<file path="src/rtl/uart_tx_arbiter.sv">
// Round-robin arbiter sharing one UART transmitter among N_REQ byte-stream requesters.
// Define ARB_LOCK_EN to hold the grant on one requester until its req_last byte.
module uart_tx_arbiter #(
  parameter int N_REQ  = 4,
  parameter int DATA_W = 8,
  localparam int ID_W  = (N_REQ > 1) ? $clog2(N_REQ) : 1
) (
  input  logic                      clk,
  input  logic                      rst,
  input  logic [N_REQ-1:0]          req_valid,
  input  logic [N_REQ*DATA_W-1:0]   req_data,
  input  logic [N_REQ-1:0]          req_last,
  output logic [N_REQ-1:0]          req_ready,
  input  logic                      tx_rdy,
  output logic                      tx_write,
  output logic [DATA_W-1:0]         tx_data,
  output logic [ID_W-1:0]           grant_id,
  output logic                      busy,
  output logic [1:0]                state_dbg
);

  // Handshake: a lane's byte is consumed in the cycle where req_valid[k] and
  // req_ready[k] are both high; req_ready is a single-cycle pulse from IDLE only.

  typedef enum logic [1:0] {
    IDLE  = 2'd0,
    WRITE = 2'd1,
    BLANK = 2'd2,
    WAIT  = 2'd3
  } state_t;

  state_t           state;
  logic [ID_W-1:0]  last;
  logic [N_REQ-1:0] eligible;
  logic [ID_W-1:0]  cand;
  logic [ID_W-1:0]  win;
  logic             found;
  logic             accept;

`ifdef ARB_LOCK_EN
  logic             locked;
  logic [ID_W-1:0]  owner;

  always_comb begin
    eligible = req_valid;
    if (locked) begin
      eligible        = '0;
      eligible[owner] = req_valid[owner];
    end
  end
`else
  logic unused_last;
  assign unused_last = ^req_last;
  assign eligible    = req_valid;
`endif

  // Search starts one past the previous winner and wraps modulo N_REQ.
  always_comb begin
    found = 1'b0;
    win   = '0;
    cand  = '0;
    for (int i = 1; i <= N_REQ; i++) begin
      cand = ID_W'((int'(last) + i) % N_REQ);
      if (!found && eligible[cand]) begin
        found = 1'b1;
        win   = cand;
      end
    end
  end

  assign accept = rst && (state == IDLE) && tx_rdy && found;

  always_comb begin
    req_ready = '0;
    if (accept) req_ready[win] = 1'b1;
  end

  assign state_dbg = state;

  always_ff @(posedge clk or negedge rst) begin
    if (!rst) begin
      state    <= IDLE;
      last     <= ID_W'(N_REQ - 1);
      tx_write <= 1'b0;
      tx_data  <= '0;
      grant_id <= '0;
      busy     <= 1'b0;
`ifdef ARB_LOCK_EN
      locked   <= 1'b0;
      owner    <= '0;
`endif
    end else begin
      tx_write <= 1'b0;
      case (state)
        IDLE: begin
          if (accept) begin
            state    <= WRITE;
            tx_write <= 1'b1;
            tx_data  <= req_data[int'(win)*DATA_W +: DATA_W];
            grant_id <= win;
            last     <= win;
            busy     <= 1'b1;
`ifdef ARB_LOCK_EN
            if (req_last[win]) begin
              locked <= 1'b0;
            end else begin
              locked <= 1'b1;
              owner  <= win;
            end
`endif
          end
        end
        WRITE: state <= BLANK;
        // tx_rdy may still read high from before the load; skip it once.
        BLANK: state <= WAIT;
        WAIT: begin
          if (tx_rdy) begin
            state <= IDLE;
            busy  <= 1'b0;
          end
        end
        default: begin
          state <= IDLE;
          busy  <= 1'b0;
        end
      endcase
    end
  end

endmodule
</file>
<file path="config.mk">
export PLATFORM = sky130hd
export DESIGN_NAME = uart_tx_arbiter
export DESIGN_NICKNAME = d
export VERILOG_FILES = /design/src/rtl/uart_tx_arbiter.sv
export SDC_FILE = /design/constraint.sdc
export NUM_CORES = 1
export LEC_CHECK = 0
export ABC_AREA = 1
export CAP_MARGIN = 0
export CORE_ASPECT_RATIO = 1.2
export CORE_UTILIZATION = 56
export CTS_CLUSTER_SIZE = 25
export DETAILED_ROUTE_END_ITERATION = 6
export DONT_BUFFER_PORTS = 1
export PLACE_DENSITY = 0.71
export SYNTH_ARGS = -nofsm -noshare
export SYNTH_HDL_FRONTEND = slang
export SYNTH_SLANG_ARGS = --single-unit
</file>
<file path="constraint.sdc">
create_clock -name clk -period 1.7 [get_ports clk]
set_input_delay 0.17 -clock clk [delete_from_list [all_inputs] [get_ports clk]]
set_output_delay 0.17 -clock clk [all_outputs]
set_load 0.02 [all_outputs]
</file>
---- Yosys cells after proc, flatten, opt, wreduce, memory -nomap -nowiden ----
Cells that the tools add are included.
storage, ports and cells
  logic and storage cells ................. 64
  flip-flop bits (word level) ............. 16
  input port bits ......................... 43
operators by class
  shift-type cells ........................ 1
  mux-type cells .......................... 27
  equality and inequality tests ........... 5
  $add $sub $neg .......................... 4
  reductions and logical operators ........ 15
  $lt $le $gt $ge ......................... 6
operators by type and width
  operator                                                           count
  variable part select 32 x 6 -> 8 bit                               1
  < comparator 2 x 3 -> 1 bit, second input constant                 5
  2-to-1 mux 1 bit                                                   13
  2-to-1 mux 2 bit                                                   6
  binary-select mux 1 bit (select 2 bit)                             4
  case mux 2 bit (4 select lines)                                    1
  logical AND 1 bit                                                  7
  adder 2 x 1 -> 2 bit, second input constant                        2
  adder 2 bit, second input constant                                 2
  equality test 2 bit, second input constant                         2
  2-to-1 mux 4 bit                                                   1
  inequality test 2 bit, second input constant                       2
  AND reduction 2 bit                                                2
  zero test 1 bit                                                    3
  AND reduction 3 bit                                                1
  demux 1 bit (select 2 bit)                                         1
  equality test 2 x 1 -> 1 bit, second input constant                1
  greater-or-equal comparator 2 x 1 -> 1 bit, second input constant  1
  zero test 2 bit                                                    1
  case mux 1 bit (2 select lines)                                    1
  nonzero test 2 bit                                                 1

---- Longest topological paths before layout ----
  word-level depth ........................ 18
  mapped depth ............................ 15
  mapped depth without buffers ............ 13

---- Worst setup path after synthesis ----
Ideal clock, no wire load.
  kind .................................... register to output
  start ................................... register last[0]
  end ..................................... output req_ready[1]
  data required time ...................... 1530 ps
  path buffers ............................ 2
  data arrival time ....................... 1842 ps
  cell stages (with the launch flop) ...... 15
  path slack .............................. -312 ps
  path through ............................ dfstp_2 buf_4 inv_6 nand2_2 nand2_1 nand2_1 nand2_1 nor2_4 nand3_2 nand2_2 nand2_4 buf_6 inv_2 nand2_2 nor2_1
on the way
  cells in the longest elaborated chain, start to end .. 18
  elaborated cells between the ends (all ways) .. 33
RTL lines
  element                                                                                                          line  text
  start: declaration                                                                                               33    logic [ID_W-1:0] last;
  start signal: assignment                                                                                         83    last <= ID_W'(N_REQ - 1);
  start signal: assignment                                                                                         101   last <= win;
  adder 2 x 1 -> 2 bit                                                                                             63    cand = ID_W'((int'(last) + i) % N_REQ);
  binary-select mux 1 bit (select 2 bit)                                                                           64    if (!found && eligible[cand]) begin
  2-to-1 mux 1 bit (not written as such)                                                                           64
  2-to-1 mux 1 bit                                                                                                 64
  zero test 1 bit                                                                                                  64
  logical AND 1 bit                                                                                                64
  2-to-1 mux 1 bit                                                                                                 64
  zero test 1 bit                                                                                                  64
  (+2 left out)                                                                                                    --
  zero test 1 bit                                                                                                  64
  logical AND 1 bit                                                                                                64
  2-to-1 mux 2 bit                                                                                                 64
  < comparator 2 x 3 -> 1 bit (not written as such) or greater-or-equal comparator 2 x 1 -> 1 bit (tied branches)  75    if (accept) req_ready[win] = 1'b1;
  logical AND 1 bit (not written as such)                                                                          75
  2-to-1 mux 1 bit (not written as such)                                                                           75
  demux 1 bit (select 2 bit)                                                                                       75
  2-to-1 mux 4 bit (*)                                                                                             75
  end: declaration                                                                                                 13    output logic [N_REQ-1:0] req_ready,
Mark *: on every way between the ends. The rest lies on a longest branch, timed or not. The select of a mux whose other input is x is not followed.

---- Worst setup path in the final report ----
  start ................................... register last[0]
  end ..................................... output req_ready[3]
Same word-level chain as after synthesis.

==> flow_summary.rst <==
.. list-table::
   :header-rows: 1

   * - Metric
     - Value
   * - Result of the run
     - finished with violations
   * - Violated checks
     - setup timing
   * - Final hold viol count
     - 0
   * - Core area
     - 2282 um2
   * - Clock Sinks
     - 16
   * - Full die area
     - 2619 um2
   * - Buffer depth of the longest clock path
     - 2
   * - Number of input and output port buffers inserted
     - 0
   * - Iteration-0 DRC Markers
     - 42
   * - Routability Congestion
     - 0.8019
   * - Synthesized net count
     - approximately 250
   * - Initial DRT Pass Iterations
     - 4
   * - Fraction of final layout cells with drive strength greater than 1
     - 42.06%
   * - Worst-case reg-to-reg path depth
     - 16
   * - DR vias
     - 1,398
   * - Number of global-route vias before repair
     - between 1,000 and 1,500
   * - Crit path DAT
     - 2.11 ns
   * - Number of storage elements in the synthesis netlist
     - 16
   * - Utilization of the core after routing
     - about 84%
   * - Launch point of the worst reg-to-reg path
     - last[0]
   * - Actual slew at the worst max-slew pin
     - 0.7504 ns
   * - Critical path destination
     - req_ready[3]
   * - Initial antenna violation count
     - 0
   * - Kind of critical path
     - reg -> out
   * - Setup crit start kind
     - flop
   * - Vias per cell
     - 5.295
   * - Cells along the critical path
     - inv_8 > nand2_4 > nand2_4 > nand2_2 > nand2_2 > nor2_4 > nand2_2 > nor2_4 > nor2_4 > nor2_8 > inv_4 > nor2_4
   * - Number of cell rows
     - 19
   * - Fillcell total
     - around 150
   * - Setup repair after global routing missed its margin
     - true
   * - Clock insertion delay at the later pin of the skew report
     - about 0.30 ns
   * - Count of pins over their slew limit
     - 0
   * - Relative area change from synthesis to final layout
     - 41.13%
   * - Maximum net fanout on the critical path
     - 8
   * - Total Negative Setup Slacks
     - -7.971 ns
   * - Maximum number of pins on one net before global-route repair
     - 17
   * - Number of top-level pins
     - 61
   * - DR DRC count
     - 0
   * - Min setup slack post-route
     - -0.5793 ns
   * - Highest ir drop seen on vdd
     - between 1 and 1.5 mV
   * - Delay contributed by the slowest stage of the critical path
     - 0.73 ns
   * - Sum of overflow across all layers after global routing
     - 0
   * - Max Clk Rate
     - 438.7 MHz
   * - CTS clk-pin slew, worst paths
     - 0.10 ns
   * - Worst-case hold slack
     - roughly 0.027 ns
   * - Number of buffers created by CTS
     - 3
   * - Die Span X
     - 46.89 um
   * - Count of flip-flops with a built-in enable after synthesis
     - 0
   * - Number of distinct standard cells referenced by the synthesized netlist
     - 27
   * - Global routing usage summed across all routing layers
     - 30.25%
   * - Final Setup Violations
     - 20
   * - Hold WC Path Type
     - in -> reg
   * - DP Wirelength
     - between 2 and 2.5 mm
   * - Slew Limit Headroom
     - 49.81%
   * - Register area share after synthesis
     - 29.76%
   * - Antenna diodes
     - 0
   * - Combined area of all synthesized cells
     - 1354 um2
   * - Largest area contributor in the synthesized netlist
     - sky130_fd_sc_hd__dfrtp_1
   * - Worst Min Path Start
     - req_data[11]
   * - Worst reg2reg path endpoint
     - grant_id[1]
   * - Final WL
     - between 3 and 4 mm
   * - Max-cap violations
     - 0
   * - Clock tree from TritonCTS
     - done
   * - Wire length per cell
     - between 10 and 15 um
   * - Commonest cells in the netlist
     - sky130_fd_sc_hd__nand2_1 (56), sky130_fd_sc_hd__nand3_1 (32), sky130_fd_sc_hd__inv_1 (20)
   * - Number of cells produced by synthesis
     - 199
   * - Deepest level of the CTS H-tree
     - 1
   * - Cell types occupying the most area after synthesis
     - sky130_fd_sc_hd__dfrtp_1 (26%), sky130_fd_sc_hd__nand2_1 (16%), sky130_fd_sc_hd__nand3_1 (12%)
   * - Final worst path period share
     - 134.1%
   * - Async S/R FF share, synth
     - 100.0%
   * - Post-layout min period
     - 2.279 ns
   * - Worst path required time
     - 1.53 ns
   * - Top cell type's share of synthesized area
     - between 20% and 30%
   * - Cell seen most often among critical-path stages
     - sky130_fd_sc_hd__nor2_4
   * - Starting utilization of the core area
     - 59.32%
   * - Final-stage net count
     - 281
   * - Remaining antenna violation count after routing
     - 0
   * - Yosys synthesis warning count
     - 0
   * - Most common cell in the synthesized netlist
     - sky130_fd_sc_hd__nand2_1
   * - Wire length of the first global-routing pass
     - 5.913 mm
   * - Cell with the largest stage delay on the worst path
     - sky130_fd_sc_hd__dfstp_4
   * - Ratio of total power to cell area
     - roughly 2300 nW/um2
   * - Mapped Avg Cell Area
     - 6.803 um2
   * - Static leakage
     - 0.0009822 uW
   * - Kind of end point of the critical path
     - primary output
   * - Clk Tree Root Cell
     - sky130_fd_sc_hd__clkbuf_4
   * - Final Skew
     - 0.004651 ns
   * - Ys flop type
     - sky130_fd_sc_hd__dfrtp_1
   * - Reg2reg setup slack
     - -0.52 ns
   * - Setup crit start
     - last[0]
   * - Die height
     - 55.86 um
cells by family after synthesis:
family | count (synthesis) | synth area share (%)
buf+inv | 33 | 11.92
compound gates | 10 | 4.990
fa+ha+maj | 4 | 3.697
flops | 16 | 29.76
simple gates | 136 | 49.63
layout by cell type, fill, tap and decap left out, types with 2 or more instances in the layout:
cell type	instances
sky130_fd_sc_hd__nand2_4	15
sky130_fd_sc_hd__ha_1	4
sky130_fd_sc_hd__buf_4	24
sky130_fd_sc_hd__nand2_1	35
sky130_fd_sc_hd__nand3_2	4
sky130_fd_sc_hd__buf_6	11
sky130_fd_sc_hd__inv_2	3
sky130_fd_sc_hd__nand3_1	29
sky130_fd_sc_hd__o21ai_1	4
sky130_fd_sc_hd__o21ai_2	2
sky130_fd_sc_hd__nand3b_1	9
sky130_fd_sc_hd__nor2_2	2
sky130_fd_sc_hd__dfrtp_1	14
sky130_fd_sc_hd__nor2_4	7
sky130_fd_sc_hd__nor2_1	15
sky130_fd_sc_hd__inv_1	20
sky130_fd_sc_hd__clkbuf_4	3
sky130_fd_sc_hd__nand2_2	16
report_power, final:
group	internal, uW	switching (uW)
registers	585	323
logic	1370	1910
clock network	131	129
total	2090	2370
metrics by stage:
stage | instance area (um2) | total power [uW] | instances | setup slack, ns
after floorplan | 1408 | 2827 | 199 | -0.2009
after global placement | 1569 | 3359 | 246 | -0.1930
after detailed placement | 1569 | 3440 | 246 | -0.2684
after CTS | 1839 | 4218 | 262 | -0.5258
after global routing | 1911 | 4816 | 264 | -0.6824
final | 1911 | 4455 | 264 | -0.5793
timing repair:
action | in CTS | in global routing
setup endpoints to repair | 19 | 20
setup buffers | 12 | 2
gates resized for setup | 39 | 13
endpoints found under the hold margin | 16 | 0
hold buffers | 1 | 0
pin swaps | 14 | 3
critical path, delay by kind of cell (launching register included):
kind	cells	cell delay, ns
buf+inv	2	0.13
flops	1	0.73
simple gates	10	0.96
worst min-delay path by stage:
stage                        end  depth (start not counted)
floorplan                   busy                          0
global placement    state_dbg[0]                          0
global route          tx_data[5]                          2
CTS                   tx_data[3]                          2
detailed placement  state_dbg[0]                          0
finish                tx_data[3]                          2
registers in the layout (all words and copies together) (netlist names):
name,count
tx_write,1
grant_id,2
tx_data,8
busy,1
last,2
state_dbg,2
area by class of cell:
class                   instances  area (um2)  area share (%)
clock buffers                   4       36.28           1.899
inverters                      26       112.6           5.894
multi-input cells             150       982.2           51.41
flip-flops and latches         16       406.6           21.28
well taps                      31       38.79           2.030
repair buffers                 37       334.1           17.49
layer usage:
layer	wire length (um)	share of wire (%)	global-route usage, %	vias up
met1	1334	36	32.92	642
met5	0	0	0	-
met3	188	5.1	5.195	13
met4	93	2.5	14.29	0
li1	-	-	-	693
met2	2105	57	53.17	50
Note: power is estimated with default switching activity, not from simulation.
